--- src/rtl/bcd_time_counter.sv ---
// bcd_time_counter
//   24-hour BCD time-of-day counter with a built-in one-second prescaler,
//   a 12/24-hour display mode and a key-driven set mode (hours, then minutes).
//   Drives the six display digits; key pulses come from the key scanner.
// Ports
//   clk, rst            clock, synchronous active-high reset
//   en                  prescaler enable (low freezes the prescaler)
//   key_mode            pulse: RUN -> SET_H -> SET_M -> RUN
//   key_up              pulse: increment the selected field in SET_H / SET_M
//   mode_toggle         pulse: flip 12/24-hour display mode
//   second_0/1, minute_0/1, hour_0/1   BCD digits (hour formatted per mode)
//   pm                  internal hour >= 12
//   mode_24h            current display mode
//   set_state           00 RUN, 01 SET_H, 10 SET_M
//   tick                1-cycle pulse with each second advance
//   day_wrap            1-cycle pulse on 23:59:59 -> 00:00:00
module bcd_time_counter #(
  parameter int unsigned CLK_DIV          = 50_000_000,
  parameter bit          MODE_24H_DEFAULT = 1'b1
) (
  input  logic       clk,
  input  logic       rst,
  input  logic       en,
  input  logic       key_mode,
  input  logic       key_up,
  input  logic       mode_toggle,
  output logic [3:0] second_0,
  output logic [3:0] second_1,
  output logic [3:0] minute_0,
  output logic [3:0] minute_1,
  output logic [3:0] hour_0,
  output logic [3:0] hour_1,
  output logic       pm,
  output logic       mode_24h,
  output logic [1:0] set_state,
  output logic       tick,
  output logic       day_wrap
);

  localparam int unsigned   PW   = (CLK_DIV > 1) ? $clog2(CLK_DIV) : 1;
  localparam logic [PW-1:0] LAST = PW'(CLK_DIV - 1);

  localparam logic [1:0] RUN   = 2'b00;
  localparam logic [1:0] SET_H = 2'b01;
  localparam logic [1:0] SET_M = 2'b10;

  logic [1:0]    state, state_nx;
  logic [PW-1:0] presc;
  logic [7:0]    sec, min, hr;   // {tens, units} BCD, hour always 24 h internally

  function automatic logic [7:0] bcd_inc(input logic [7:0] v, input logic [7:0] top);
    if (v == top)           return 8'h00;
    else if (v[3:0] == 4'd9) return {v[7:4] + 4'd1, 4'd0};
    else                    return {v[7:4], v[3:0] + 4'd1};
  endfunction

  // Second advance only happens while running; set keys only in their state.
  // key_mode has priority, so a simultaneous key_up is dropped.
  logic adv, up_ok, s_wrap, m_wrap, h_wrap, inc_m, inc_h, clr_s;
  assign adv    = (state == RUN) && en && (presc == LAST);
  assign up_ok  = key_up && !key_mode;
  assign s_wrap = (sec == 8'h59);
  assign m_wrap = (min == 8'h59);
  assign h_wrap = (hr == 8'h23);
  assign inc_m  = (adv && s_wrap) || (state == SET_M && up_ok);
  assign inc_h  = (adv && s_wrap && m_wrap) || (state == SET_H && up_ok);
  assign clr_s  = (state == SET_M) && key_mode;

  // FSM state register
  always_ff @(posedge clk) begin
    if (rst) state <= RUN;
    else     state <= state_nx;
  end

  // FSM next state; the unused encoding falls back to RUN
  always_comb begin
    state_nx = RUN;
    case (state)
      RUN:     state_nx = key_mode ? SET_H : RUN;
      SET_H:   state_nx = key_mode ? SET_M : SET_H;
      SET_M:   state_nx = key_mode ? RUN   : SET_M;
      default: state_nx = RUN;
    endcase
  end

  // FSM outputs
  always_comb begin
    set_state = state;
  end

  // Prescaler, time registers, registered pulses
  always_ff @(posedge clk) begin
    if (rst) begin
      presc    <= '0;
      sec      <= 8'h00;
      min      <= 8'h00;
      hr       <= 8'h00;
      tick     <= 1'b0;
      day_wrap <= 1'b0;
      mode_24h <= MODE_24H_DEFAULT;
    end else begin
      // held at 0 outside RUN, so leaving SET_M restarts a full second
      if (state != RUN)       presc <= '0;
      else if (en)            presc <= (presc == LAST) ? '0 : presc + 1'b1;
      if (clr_s)              sec <= 8'h00;
      else if (adv)           sec <= bcd_inc(sec, 8'h59);
      if (inc_m)              min <= bcd_inc(min, 8'h59);
      if (inc_h)              hr  <= bcd_inc(hr, 8'h23);
      tick     <= adv;
      day_wrap <= adv && s_wrap && m_wrap && h_wrap;
      mode_24h <= mode_24h ^ mode_toggle;
    end
  end

  assign second_0 = sec[3:0];
  assign second_1 = sec[7:4];
  assign minute_0 = min[3:0];
  assign minute_1 = min[7:4];

  // Display formatting: 24 h passes through, 12 h maps 0->12 and 13..23->1..11
  logic [4:0] hbin, h12;
  assign hbin = 5'(hr[7:4]) * 5'd10 + 5'(hr[3:0]);
  assign pm   = (hbin >= 5'd12);

  always_comb begin
    h12    = hbin;
    hour_1 = hr[7:4];
    hour_0 = hr[3:0];
    if (hbin == 5'd0)       h12 = 5'd12;
    else if (hbin > 5'd12)  h12 = hbin - 5'd12;
    if (!mode_24h) begin
      if (h12 >= 5'd10) begin
        hour_1 = 4'd1;
        hour_0 = 4'(h12 - 5'd10);
      end else begin
        hour_1 = 4'd0;
        hour_0 = 4'(h12);
      end
    end
  end

endmodule

--- config.mk ---
export PLATFORM = sky130hd
export DESIGN_NAME = bcd_time_counter
export DESIGN_NICKNAME = d
export VERILOG_FILES = /design/src/rtl/bcd_time_counter.sv
export SDC_FILE = /design/constraint.sdc
export NUM_CORES = 1
export LEC_CHECK = 0
export CAP_MARGIN = 20
export CORE_MARGIN = 5
export CORE_UTILIZATION = 56
export DETAILED_ROUTE_END_ITERATION = 16
export HOLD_SLACK_MARGIN = 0.15
export PLACE_DENSITY = 0.8
export REMOVE_ABC_BUFFERS = 1
export SYNTH_ARGS = -nofsm -noshare
export SYNTH_HDL_FRONTEND = slang
export SYNTH_SLANG_ARGS = --single-unit
--- constraint.sdc ---
create_clock -name clk -period 4.7 [get_ports clk]
set_input_delay 0.47 -clock clk [delete_from_list [all_inputs] [get_ports clk]]
set_output_delay 0.47 -clock clk [all_outputs]
set_load 0.005 [all_outputs]
==> summary.md, run 1 <==
| Metric | Value |
|---|---|
| Leakage power | `~1.3 nW` |
| Hold slack | `~0.50 ns` |
| Routed vias/inst | `5.65` |
| Hpwl dp | `4.68 mm` |
| Syn avg cell area | `8.63 sq um` |
| Ys Warns | `0` |
| Clock-pin slew on the worst setup and hold paths | `0.10 ns` |
| Register share of total power | `0.559` |
| Synthesis-to-layout area growth | `16.8%` |
| Final core utilization | `0.669` |
| TritonCTS clock tree | `done` |
| Initial core utilization | `0.572` |
| Routed Antenna Nets | `0` |
| Crit path max-delay family | `adder cells` |
| Most used DFF post-synth | `dfxtp_1` |
| Fin crit share | `0.941` |
| Total GRT Usage | `0.187` |
| Cell variety after synth | `62` |
| WS Path Type | `flip-flop to primary output` |
| Final instance area | `3660 sq um` |
| Crit path largest cell delay | `~0.45 ns` |
| Hold-fix buffers, CTS | `0` |
| Fin crit period | `4.42 ns` |
| Seq/Total Area, Yosys | `0.351` |
| Setup Skew | `0.00955 ns` |
| WP data arrival | `3.95 ns` |
| CP Data Required Time | `4.23 ns` |
| Slew Viols, Final | `0` |
| Post-cts gate resize count | `0` |
| Max cap viols | `0` |
| Post-CTS repair timing setup buffer count | `0` |
| Grt total ovfl | `0` |
| Drc violations | `0` |
| Critical-path cell list | `ha_1, fa_1, xor2_2, ha_1, nor3b_2, o21a_1, nor2_1, mux2_2, ha_1, a21boi_0, o21a_1, o221a_2, clkdlybuf4s50_1` |
| Net Sw Frac | `0.229` |
| Setup WS pre-CTS | `0.444 ns` |
| Setup TNS | `0 ns` |
| Int Pwr | `around 0.66 mW` |
| Slowest cell on crit path | `clkdlybuf4s50_1` |
| Fillers | `459` |
| RePlAce Congestion | `~0.91` |
| Longest Clk Path Bufs | `2` |
| Mapped Area | `between 3000 and 4000 sq um` |
| Max frequency | `between 0.2 and 0.25 GHz` |
| Vias in the first global route | `2473` |
| Port bufs | `35` |
| Largest net degree at the start of global routing | `26` |
| Part of the power in combinational logic | `0.072` |
| CTS Sinks | `55` |
| Layout cells sized above 1 | `0.0655` |
| DIE HEIGHT | `84.8 microns` |
| # rows | `27` |
| H-tree levels | `2` |
| 1st-iter DRT viols | `107` |
| Worst Tran Pin Value | `0.879 ns` |
| DR pass1 iterations | `4` |
| RSZ-0062 raised after global routing | `false` |
| HP Class | `flip-flop to flip-flop` |
| Vias | `2649` |
| Top cells by area, synth | `dfxtp_1 (35%), ha_1 (7.2%), nor2_1 (6.5%)` |
| Synthesized flop and latch total | `55` |
| WL per Instance | `roughly 14 microns` |
| Max_slew headroom | `0.412` |
| Pwr dens | `approximately 230 nW/um^2` |
| Top-area cell type share of the netlist area | `0.351` |
| Die X | `84.8 microns` |
| Die Footprint | `7190 sq um` |
| Worst VDD drop | `roughly 0.00019 V` |
| Area of the core | `~5500 sq um` |
| Most used cell, CP | `ha_1` |
| Final setup margin | `0.279 ns` |
| Clock share of power | `0.369` |
| Status | `complete, no violations` |
| ANT cells | `0` |
| Buf/Inv on CP | `1` |
| Final wirelength | `between 6 and 7 mm` |
| Nets | `421` |
| Cts bufs inserted | `5` |
| Psw | `0.197 mW` |
| Initial antenna violation count | `0` |
| Synth async-reset ratio | `0` |
| Worst skew pair latency | `between 0.3 and 0.4 ns` |
| First-pass GRT wire length | `about 11 mm` |
| Final setup fails | `0` |
| Area leader, netlist | `dfxtp_1` |
| CP endpoint kind | `primary output` |
| Final hold violation count | `0` |
| Setup crit start kind | `flip-flop` |
| CP Max Fanout | `8` |
| Placed Area | `approximately 3500 sq um` |
| Io pins | `36` |
| Cells after Synth | `~360` |
| Root buffer cell | `clkbuf_8` |
| Number of flops mapped to enable cells by yosys | `0` |
[Yosys cell counts, types with 3 or more instances]
| cell type | instances |
|---|---|
| a21oi_1 | 22 |
| clkbuf_1 | 8 |
| and2_1 | 5 |
| nand2_1 | 23 |
| o31ai_1 | 4 |
| ha_1 | 18 |
| nand3_1 | 15 |
| nand4_1 | 13 |
| and4_1 | 3 |
| nor2_1 | 54 |
| xor2_1 | 15 |
| dfxtp_1 | 55 |
| nor3_1 | 9 |
| or4_1 | 5 |
| nor2b_1 | 5 |
| nor4_1 | 4 |
| mux2_1 | 3 |
| and3_1 | 8 |
| o21a_1 | 3 |
| or3_1 | 5 |
| nand4b_1 | 3 |
| mux2i_1 | 6 |
| and3b_1 | 3 |
| xnor2_1 | 13 |
| inv_1 | 14 |
| o21ai_0 | 4 |
[area by class of cell]
| type | instances | area, sq um | area share |
|---|---|---|---|
| Clock buffer | 6 | 72.6 | 0.0198 |
| Clock inverter | 2 | 38.8 | 0.0106 |
| Inverter | 15 | 56.3 | 0.0154 |
| Multi-Input combinational cell | 284 | 1950 | 0.533 |
| Sequential cell | 55 | 1100 | 0.301 |
| Tap cell | 72 | 90.1 | 0.0246 |
| Timing Repair Buffer | 35 | 350 | 0.0957 |
[placed cells by master, fill, tap and decap left out, types with 2 or more instances in the layout]
| cell type | count |
|---|---|
| a21bo_2 | 2 |
| a21oi_1 | 22 |
| a31oi_1 | 2 |
| and2_1 | 5 |
| and3_1 | 8 |
| and3b_1 | 3 |
| and4_1 | 3 |
| clkbuf_8 | 5 |
| clkdlybuf4s50_1 | 35 |
| dfxtp_1 | 55 |
| ha_1 | 18 |
| inv_1 | 14 |
| mux2_1 | 3 |
| mux2i_1 | 6 |
| nand2_1 | 23 |
| nand2b_1 | 2 |
| nand3_1 | 15 |
| nand4_1 | 13 |
| nand4b_1 | 3 |
| nor2_1 | 54 |
| nor2b_1 | 5 |
| nor3_1 | 9 |
| nor4_1 | 4 |
| o2111ai_1 | 2 |
| o21a_1 | 3 |
| o21ai_0 | 4 |
| o221a_2 | 2 |
| o31ai_1 | 4 |
| o32a_1 | 2 |
| or3_1 | 5 |
| or4_1 | 5 |
| xnor2_1 | 13 |
| xor2_1 | 14 |
[path summary, 6_finish.rpt]
| kind | from | endpoint | slack [ns] | cells past startpoint |
|---|---|---|---|---|
| hold reg to reg | presc[1] | presc[1] | 0.50 | 2 |
| setup / recovery | hr[1] | hour_0[1] | 0.28 | 13 |
| setup reg to reg | presc[0] | sec[7] | 2.23 | 7 |
| hold / removal | presc[1] | presc[1] | 0.50 | 2 |
[flip-flops by register name (all words and copies together) (netlist names)]
signal / count
mode_24h: 1
presc: 26
sec: 8
tick: 1
min: 8
day_wrap: 1
hr: 8
set_state: 2
[cell families after synthesis]
family	share of synthesized area
and+or+nand+nor	0.299
DFF	0.351
AOI/OAI and AO/OA	0.123
xor gates and xnor gates	0.0855
buffers and inverters	0.0300
adders and majority gates	0.0783
muxes	0.0335
[stage by stage]
step           total power [mW]  std cells
2_1_floorplan             0.521        354
3_3_place_gp              0.552        461
3_5_place_dp              0.552        461
4_1_cts                   0.870        469
5_1_grt                   0.894        469
6_report                  0.857        469
[power by group through the flow]
stage / clock network (mW) / registers (mW) / logic, mW
finish: 0.316 / 0.479 / 0.0615
floorplan: 0 / 0.489 / 0.0322
CTS: 0.328 / 0.480 / 0.0621
detailed placement: 0 / 0.490 / 0.0616
global route: 0.345 / 0.481 / 0.0686
global placement: 0 / 0.490 / 0.0614
[tightest hold or removal path, cell delays in order (launching register included)]
cell and delay (ns):
dfxtp_1 0.34, nand2b_1 0.07, a21oi_1 0.06
[layer usage]
metal	GRT usage	vias to the layer above	part of all wire	wire length, microns
met4	0.0676	0	0.015	93
met5	0	-	0	0
met3	0.0373	8	0.040	254
li1	-	1362	-	-
met1	0.237	1234	0.45	2880
met2	0.316	45	0.49	3160
Power figures use the tool's default switching activity.
==> run 2: changes to the inputs <==
- CORE_ASPECT_RATIO: default -> 0.8
==> run 2 against run 1 <==
Net effect:
- hold slack worse by 0.0035 ns
- utilization rose by 0.35 points
- sequential cell count unchanged
- highest routed layer unchanged
==> summary.md, run 2 (synthesis gave the netlist of run 1 again) <==
| Metric | Value |
|---|---|
| Pwr dens | `220 nW/um^2` |
| Port bufs | `35` |
| ANT cells | `0` |
| Io pins | `36` |
| Routed Antenna Nets | `0` |
| Final setup fails | `0` |
| Setup Skew | `roughly 0.011 ns` |
| Final core utilization | `0.672` |
| Worst skew pair latency | `between 0.3 and 0.4 ns` |
| CP endpoint kind | `primary output` |
| Area of the core | `5440 sq um` |
| Leakage power | `1.31 nW` |
| Final setup margin | `0.312 ns` |
| Root buffer cell | `clkbuf_8` |
| Max_slew headroom | `0.516` |
| H-tree levels | `2` |
| Setup crit start kind | `flip-flop` |
| Most common cell after layout, fill and taps aside | `dfxtp_1` |
| Die Footprint | `7200 sq um` |
| Routed vias/inst | `5.70` |
| Fin crit period | `4.39 ns` |
| Final wirelength | `6.59 mm` |
| Worst VDD drop | `0.000120 V` |
| Vias in the first global route | `2553` |
| Largest net degree at the start of global routing | `26` |
| Hold-fix buffers, CTS | `0` |
| CP Max Fanout | `8` |
| Slew Viols, Final | `0` |
| Initial antenna violation count | `0` |
| Synthesis-to-layout area growth | `16.6%` |
| Status | `complete, no violations` |
| 1st-iter DRT viols | `~120` |
| Total GRT Usage | `0.192` |
| # rows | `24` |
| Most frequent cells in the layout | `dfxtp_1 (55), nor2_1 (54), clkdlybuf4s50_1 (35), nand2_1 (23), a21oi_1 (22)` |
| Layout cells sized above 1 | `0.0678` |
| First-pass GRT wire length | `11.6 mm` |
| Setup TNS | `0 ns` |
| Grt total ovfl | `0` |
| Worst Tran Pin Value | `0.726 ns` |
| Setup WS pre-CTS | `between 0.4 and 0.5 ns` |
| Fin crit share | `0.934` |
| DIE HEIGHT | `roughly 77 microns` |
| Initial core utilization | `0.576` |
| WP data arrival | `3.92 ns` |
| Max cap viols | `0` |
| Post-cts gate resize count | `0` |
| WS Path Type | `flip-flop to primary output` |
| Nets | `422` |
| Cts bufs inserted | `5` |
| CTS Sinks | `55` |
| Post-CTS repair timing setup buffer count | `0` |
| Drc violations | `0` |
| Final hold violation count | `0` |
| Hpwl dp | `4.89 mm` |
| Fillers | `466` |
| Die X | `93.6 microns` |
| Vias | `2713` |
| WL per Instance | `between 10 and 15 microns` |
| RSZ-0062 raised after global routing | `false` |
| HP Class | `flip-flop to flip-flop` |
| DR pass1 iterations | `4` |
| Longest Clk Path Bufs | `2` |
| Max frequency | `0.228 GHz` |
| Clock-pin slew on the worst setup and hold paths | `0.10 ns` |
| RePlAce Congestion | `0.848` |
| TritonCTS clock tree | `done` |
| Most flop-heavy register | `presc` |
| CP Data Required Time | `4.23 ns` |
| Largest register FFs | `26` |
==> run 2: cell types whose count changed in the layout (fill, tap and decap cells not counted) <==
cell	delta
buf_4	+1
bufinv_16	-1
clkinv_4	+2
inv_6	-1
==> run 2: area by class of cell <==
class	count	area [sq um]	share of cell area
sequential	55	1100	0.301
clock buffer	6	72.6	0.0199
clock inverter	2	17.5	0.00479
multi-input combinational	284	1950	0.534
inverter	15	56.3	0.0154
timing repair buffer	36	358	0.0979
tap	78	97.6	0.0267
==> run 2: final timing paths <==
path,to,slack (ns),cells past startpoint,start
setup / recovery,hour_0[1],0.31,13,hr[1]
hold / removal,presc[1],0.50,2,presc[1]
setup reg to reg,sec[7],2.25,7,presc[0]
hold reg to reg,presc[1],0.50,2,presc[1]
==> run 2: worst max-delay path: stages (launching register included) <==
cell,delay [ns]
dfxtp_1,0.39
ha_1,0.26
fa_1,0.42
xor2_2,0.29
inv_1,0.13
ha_1,0.19
and3_1,0.22
nor2_1,0.11
mux2_2,0.17
ha_1,0.19
a21boi_0,0.34
o21a_1,0.21
o221a_2,0.21
clkdlybuf4s50_1,0.50
==> run 2: power breakdown <==
group | internal (mW) | switching (mW)
logic | 0.0298 | 0.0330
clock network | 0.107 | 0.152
registers | 0.470 | 0.00959
==> run 2: layer usage <==
layer / part of all wire / GRT usage / vias to the layer above
li1: - / - / 1369
met1: 0.49 / 0.268 / 1293
met2: 0.47 / 0.305 / 44
met3: 0.036 / 0.0382 / 7
met4: 0.0080 / 0.0491 / 0
met5: 0 / 0 / -
==> run 2: stage by stage <==
stage	area (sq um)	hold WS [ns]	power, mW	instances
CTS	3640	0.502	0.810	476
finish	3650	0.501	0.802	476
detailed placement	3550	0.486	0.553	468
global route	3650	0.532	0.843	476
global placement	3550	0.482	0.552	468
floorplan	3100	0.466	0.521	354
==> run 3: changes to the inputs <==
- CORE_UTILIZATION: 56 -> 51
- PLACE_DENSITY: 0.8 -> 0.76
- clock period: 4.7 -> 3.8 ns (I/O delays scaled with it)
==> run 3 against run 2 <==
Net effect:
- clock skew is essentially flat
- hold slack improved by 0.0053 ns
- die area up 8.6%
- largest cell class unchanged
- routed wire length rose by 7.0%
- setup slack got worse by 0.20 ns
- cell area increased by 4.5%
==> summary.md, run 3 (synthesis gave the netlist of run 1 again) <==
| Metric | Value |
|---|---|
| Setup crit start kind | `flip-flop` |
| Slew Viols, Final | `0` |
| WS Path Type | `flip-flop to primary output` |
| Setup TNS | `0 ns` |
| Largest net degree at the start of global routing | `26` |
| Critical R2R Capture | `hr[7]` |
| Worst Tran Pin Value | `0.711 ns` |
| Final setup fails | `0` |
| Setup Skew | `about 0.011 ns` |
| # rows | `25` |
| Status | `complete, no violations` |
| Grt total ovfl | `0` |
| ANT cells | `0` |
| Area of the core | `5940 sq um` |
| Initial antenna violation count | `0` |
| Pwr dens | `260 nW/um^2` |
| Die X | `between 90 and 100 microns` |
| 1st-iter DRT viols | `108` |
| Io pins | `36` |
| Final instance area | `3820 sq um` |
| Final core utilization | `0.642` |
| WL met3 | `297 microns` |
| First-pass GRT wire length | `12.0 mm` |
| Vias | `2748` |
| Final hold violation count | `0` |
| Cells after DPL | `479` |
| Most flop-heavy register | `presc` |
| Total GRT Usage | `0.184` |
| Initial core utilization | `0.527` |
| Largest register FFs | `26` |
| Nets | `433` |
| WP data arrival | `3.30 ns` |
| Final wirelength | `7.06 mm` |
| Routed vias/inst | `5.61` |
| Fin crit period | `roughly 3.7 ns` |
| R2r setup slk | `1.27 ns` |
| Leakage power | `1.36 nW` |
| Fillers | `522` |
| Fin crit share | `0.969` |
| Routed Antenna Nets | `0` |
| WHS Path Cells | `2` |
| Max cap viols | `0` |
| Worst VDD drop | `0.000179 V` |
| TritonCTS clock tree | `done` |
| Hpwl dp | `roughly 5.0 mm` |
| Longest Clk Path Bufs | `2` |
| HP Class | `flip-flop to flip-flop` |
| Drc violations | `0` |
| End of the worst hold path | `presc[1]` |
| Max frequency | `between 0.2 and 0.3 GHz` |
| Worst skew pair latency | `0.31 ns` |
| Root buffer cell | `clkbuf_8` |
| Die Footprint | `about 7800 sq um` |
| Vias in the first global route | `between 2k and 3k` |
| WL per Instance | `14.4 microns` |
| Clock-pin slew on the worst setup and hold paths | `around 0.10 ns` |
| CP endpoint kind | `primary output` |
| H-tree levels | `2` |
| R2R cell count | `7` |
| Cts bufs inserted | `5` |
| Layout cells sized above 1 | `0.122` |
| WL met1 | `3.38 mm` |
| Placed Area | `~3600 sq um` |
| Port bufs | `35` |
| Synthesis-to-layout area growth | `21.8%` |
| Worst Min Path Start | `presc[1]` |
| RePlAce Congestion | `0.840` |
| Non-Filler Instances | `490` |
| DIE HEIGHT | `around 80 microns` |
| R2R Path Start | `presc[0]` |
| Max_slew headroom | `0.526` |
| Met2 wire len | `3.31 mm` |
| Hold slack | `0.506 ns` |
| CP Max Fanout | `6` |
| CP Data Required Time | `around 3.4 ns` |
| CTS Sinks | `55` |
| DR pass1 iterations | `4` |
| Top sig layer | `met4` |
| Most frequent cells in the layout | `nor2_1 (54), dfxtp_1 (54), clkdlybuf4s50_1 (31), nand2_1 (23), a21oi_1 (21)` |
-- run 3: changes by cell type in the layout (fill, tap and decap cells not counted), moves of 2 or more --
| cell | change |
|---|---|
| buf_4 | +10 |
| ha_1 | -5 |
| clkdlybuf4s50_1 | -4 |
| ha_4 | +3 |
| clkdlybuf4s15_1 | +2 |
| ha_2 | +2 |
-- run 3: worst max-delay path, cell delays in order (launching register included) --
cell,delay [ns]
dfxtp_4,0.39
ha_4,0.25
ha_4,0.26
a21oi_1,0.23
and3_1,0.30
or2_2,0.19
mux2_2,0.36
ha_2,0.18
a21boi_2,0.16
o21a_1,0.21
o221a_2,0.25
clkdlybuf4s15_1,0.21
-- run 3: through the flow --
stage	worst slack [ns]	power, mW
after floorplan	0.407	0.644
after global placement	0.0591	0.683
after detailed placement	-0.0638	0.684
after CTS	0.00921	0.998
after global routing	-0.0566	1.04
final	0.116	0.992
-- run 3: where the power goes --
part / switching, mW / internal [mW]
sequential: 0.0120 / 0.581
combinational: 0.0409 / 0.0351
clock: 0.190 / 0.133
-- run 3: metal layers --
| layer | vias to the layer above | global-route usage |
|---|---|---|
| met5 | - | 0 |
| met4 | 0 | 0.0539 |
| met3 | 8 | 0.0399 |
| met2 | 55 | 0.295 |
| met1 | 1299 | 0.249 |
| li1 | 1386 | - |
-- run 3: area by class of cell --
class	count	area, sq um	share of cell area
clock buffers	6	72.6	0.0190
clock inverters	2	17.5	0.00459
inverters	15	56.3	0.0148
multi-input cells	284	2030	0.531
flip-flops and latches	55	1100	0.290
well taps	81	101	0.0266
repair buffers	47	438	0.115
-- run 3: how the worst max path moves through the flow --
stage | from | end | slack (ns) | cells after the start
2_1_floorplan | hr[1] | hour_0[1] | 0.41 | 12
3_3_place_gp | hr[4] | hour_0[2] | 0.06 | 14
3_5_place_dp | hr[4] | hour_0[2] | -0.06 | 14
4_1_cts | hr[4] | hour_0[2] | 0.009 | 14
5_1_grt | hr[4] | hour_0[2] | -0.06 | 13
6_report | hr[4] | hour_0[2] | 0.12 | 11
-- run 3: repair_timing --
action	CTS	global route
gates resized for setup	14	13
setup endpoints to repair	4	4
hold buffers	0	0
setup buffers	0	3
gates cloned	0	0
pin swaps	2	6
==> variant (flow settings as in run 2) <==
Put a register stage on the outputs `second_0`, `second_1`, `minute_0`, `minute_1` and `pm`, with the module's reset. The values now appear one clock later. The other outputs are not delayed to match.
--- a/src/rtl/bcd_time_counter.sv
+++ b/src/rtl/bcd_time_counter.sv
@@ -113,13 +113,23 @@
   end
 
-  assign second_0 = sec[3:0];
-  assign second_1 = sec[7:4];
-  assign minute_0 = min[3:0];
-  assign minute_1 = min[7:4];
 
   // Display formatting: 24 h passes through, 12 h maps 0->12 and 13..23->1..11
   logic [4:0] hbin, h12;
   assign hbin = 5'(hr[7:4]) * 5'd10 + 5'(hr[3:0]);
-  assign pm   = (hbin >= 5'd12);
+  always_ff @(posedge clk) begin
+    if (rst) begin
+      second_0 <= '0;
+      second_1 <= '0;
+      minute_0 <= '0;
+      minute_1 <= '0;
+      pm       <= '0;
+    end else begin
+      second_0 <= sec[3:0];
+      second_1 <= sec[7:4];
+      minute_0 <= min[3:0];
+      minute_1 <= min[7:4];
+      pm       <= (hbin >= 5'd12);
+    end
+  end
 
   always_comb begin
Check against the original RTL: not equivalent (Yosys sat finds a counterexample within 4 cycles, from zero or initial values and one cycle with rst high).
==> variant against run 2 <==
Hold slack lost 0.0058 ns. Sequential cell count rose by 17. Total power is 49% higher. Synthesized area grew 13%. Critical path type unchanged. Setup slack better by 0.0064 ns. Design area grew 14%. Routed wire length rose by 10%. Clock skew decreased by 0.0016 ns. Combinational power up 5.7%.
==> variant: results (changes against run 2) <==
* Synth top cells by count: dfxtp_1, nor2_1, nand2_1, a21oi_1, xor2_1 (was dfxtp_1, nor2_1, nand2_1, a21oi_1, ha_1)
* Mux cell area share after synthesis at 0.0268 (was 0.0335)
* Post-Layout Cell Count at 518 (was 476)
* Cell internal pwr at 0.000916 W (was 0.000607 W)
* Inserted Clock Buffers at 9 (was 5)
* Worst-Skew Late Latency at 0.35 ns (was 0.31 ns)
* Critical path arrival at 3.91 ns (was 3.92 ns)
* Synth cell types at 55 (was 62)
* Vias in the first global route at 2,714 (was 2,553)
* Vias at 2,896 (was 2,713)
* Final Skew at 0.00895 ns (was 0.0106 ns)
* Crit path largest cell delay at 0.52 ns (was 0.50 ns)
* Sequential area share after synthesis at 0.407 (was 0.351)
* XOR/XNOR Fraction of Synth Area at 0.0805 (was 0.0855)
* Pin count of the biggest net entering global routing at 42 (was 26)
* Detail Route met3 WL at 392 µm (was 239 µm)
* Worst vdd ir at 0.255 mV (was 0.120 mV)
* Routability Congestion at 0.906 (was 0.848)
* Synth Area in Adders at 0.0692 (was 0.0783)
* Dpl ws at 0.658 ns (was 0.490 ns)
* Placed cell count at 502 (was 468)
* Drt total wl at 7.28 mm (was 6.59 mm)
* Worst reg2reg path depth at 6 (was 7)
* Top post-synthesis cells by area: dfxtp_1, ha_1, xor2_1 (was dfxtp_1, ha_1, nor2_1)
* Grt met3 use at 0.0601 (was 0.0382)
* Final-layout fill cell count at 455 (was 466)
* Met1 wire length at 3.61 mm (was 3.21 mm)
* Area of placed instances at 3940 µm² (was 3550 µm²)
* Slowest CP cell: fa_1 (was clkdlybuf4s50_1)
* Static Leakage at 1.52 nW (was 1.31 nW)
* Outcome: finished clean (unchanged)
* Met2 usage at 0.299 (was 0.305)
* Fin nets at 457 (was 422)
* Share of power burned in combinational logic at 0.056 (was 0.078)
* Post-synthesis compound-gate area fraction at 0.0989 (was 0.123)
* H-tree depth at 3 (was 2)
* Slew Limit Headroom at 0.454 (was 0.516)
* Async SR Flop Fraction at 0 (unchanged)
* Clock slew seen by the registers of the worst setup and hold paths at 0.08 ns (was 0.10 ns)
* All-Layer GR Usage at 0.188 (was 0.192)
* Sequential power at 0.000624 W (was 0.000480 W)
* Max Fanout on Critical Path at 7 (was 8)
* Cells after Synth at 401 (was 363)
* Post-DP HPWL at 5.19 mm (was 4.89 mm)
* Met1 GRT Util at 0.250 (was 0.268)
* Sw power at 0.000275 W (was 0.000195 W)
* Uppermost layer routed: met4 (unchanged)
* 1st-iter DRT viols at 182 (was 117)
* Share of cells above drive strength 1 at 0.0709 (was 0.0678)
==> variant: cell count changes in the layout (fill, tap and decap cells not counted), moves of 5 or more <==
cell             run 2  this run
dfxtp_1             55        71
xnor2_1             13         8
o21ai_0              4        10
xor2_1              14        22
nor2_1              54        47
nor2b_1              5        16
clkbuf_8             5        11
==> variant: final timing paths <==
kind	end	startpoint	slack, ns
worst max-delay path	hour_0[1]	hr[4]	0.32
worst min-delay path	second_0[1]	sec[1]	0.49
worst max register to register	min[7]	presc[10]	2.02
worst min register to register	second_0[1]	sec[1]	0.49
==> variant: area by class of cell <==
cell class	instances	area [µm²]	share of cell area
timing repair buffer	36	358	0.0862
clock buffer	11	151	0.0365
clock inverter	5	55.1	0.0133
multi-input combinational	297	1980	0.478
tap	81	101	0.0244
inverter	16	60.1	0.0145
sequential	72	1440	0.348
==> variant: what timing repair did <==
action | 4_1_cts | 5_1_grt
endpoints found under the setup margin | 0 | 2
hold endpoints to repair | 0 | 0
gates resized for setup | 0 | 2
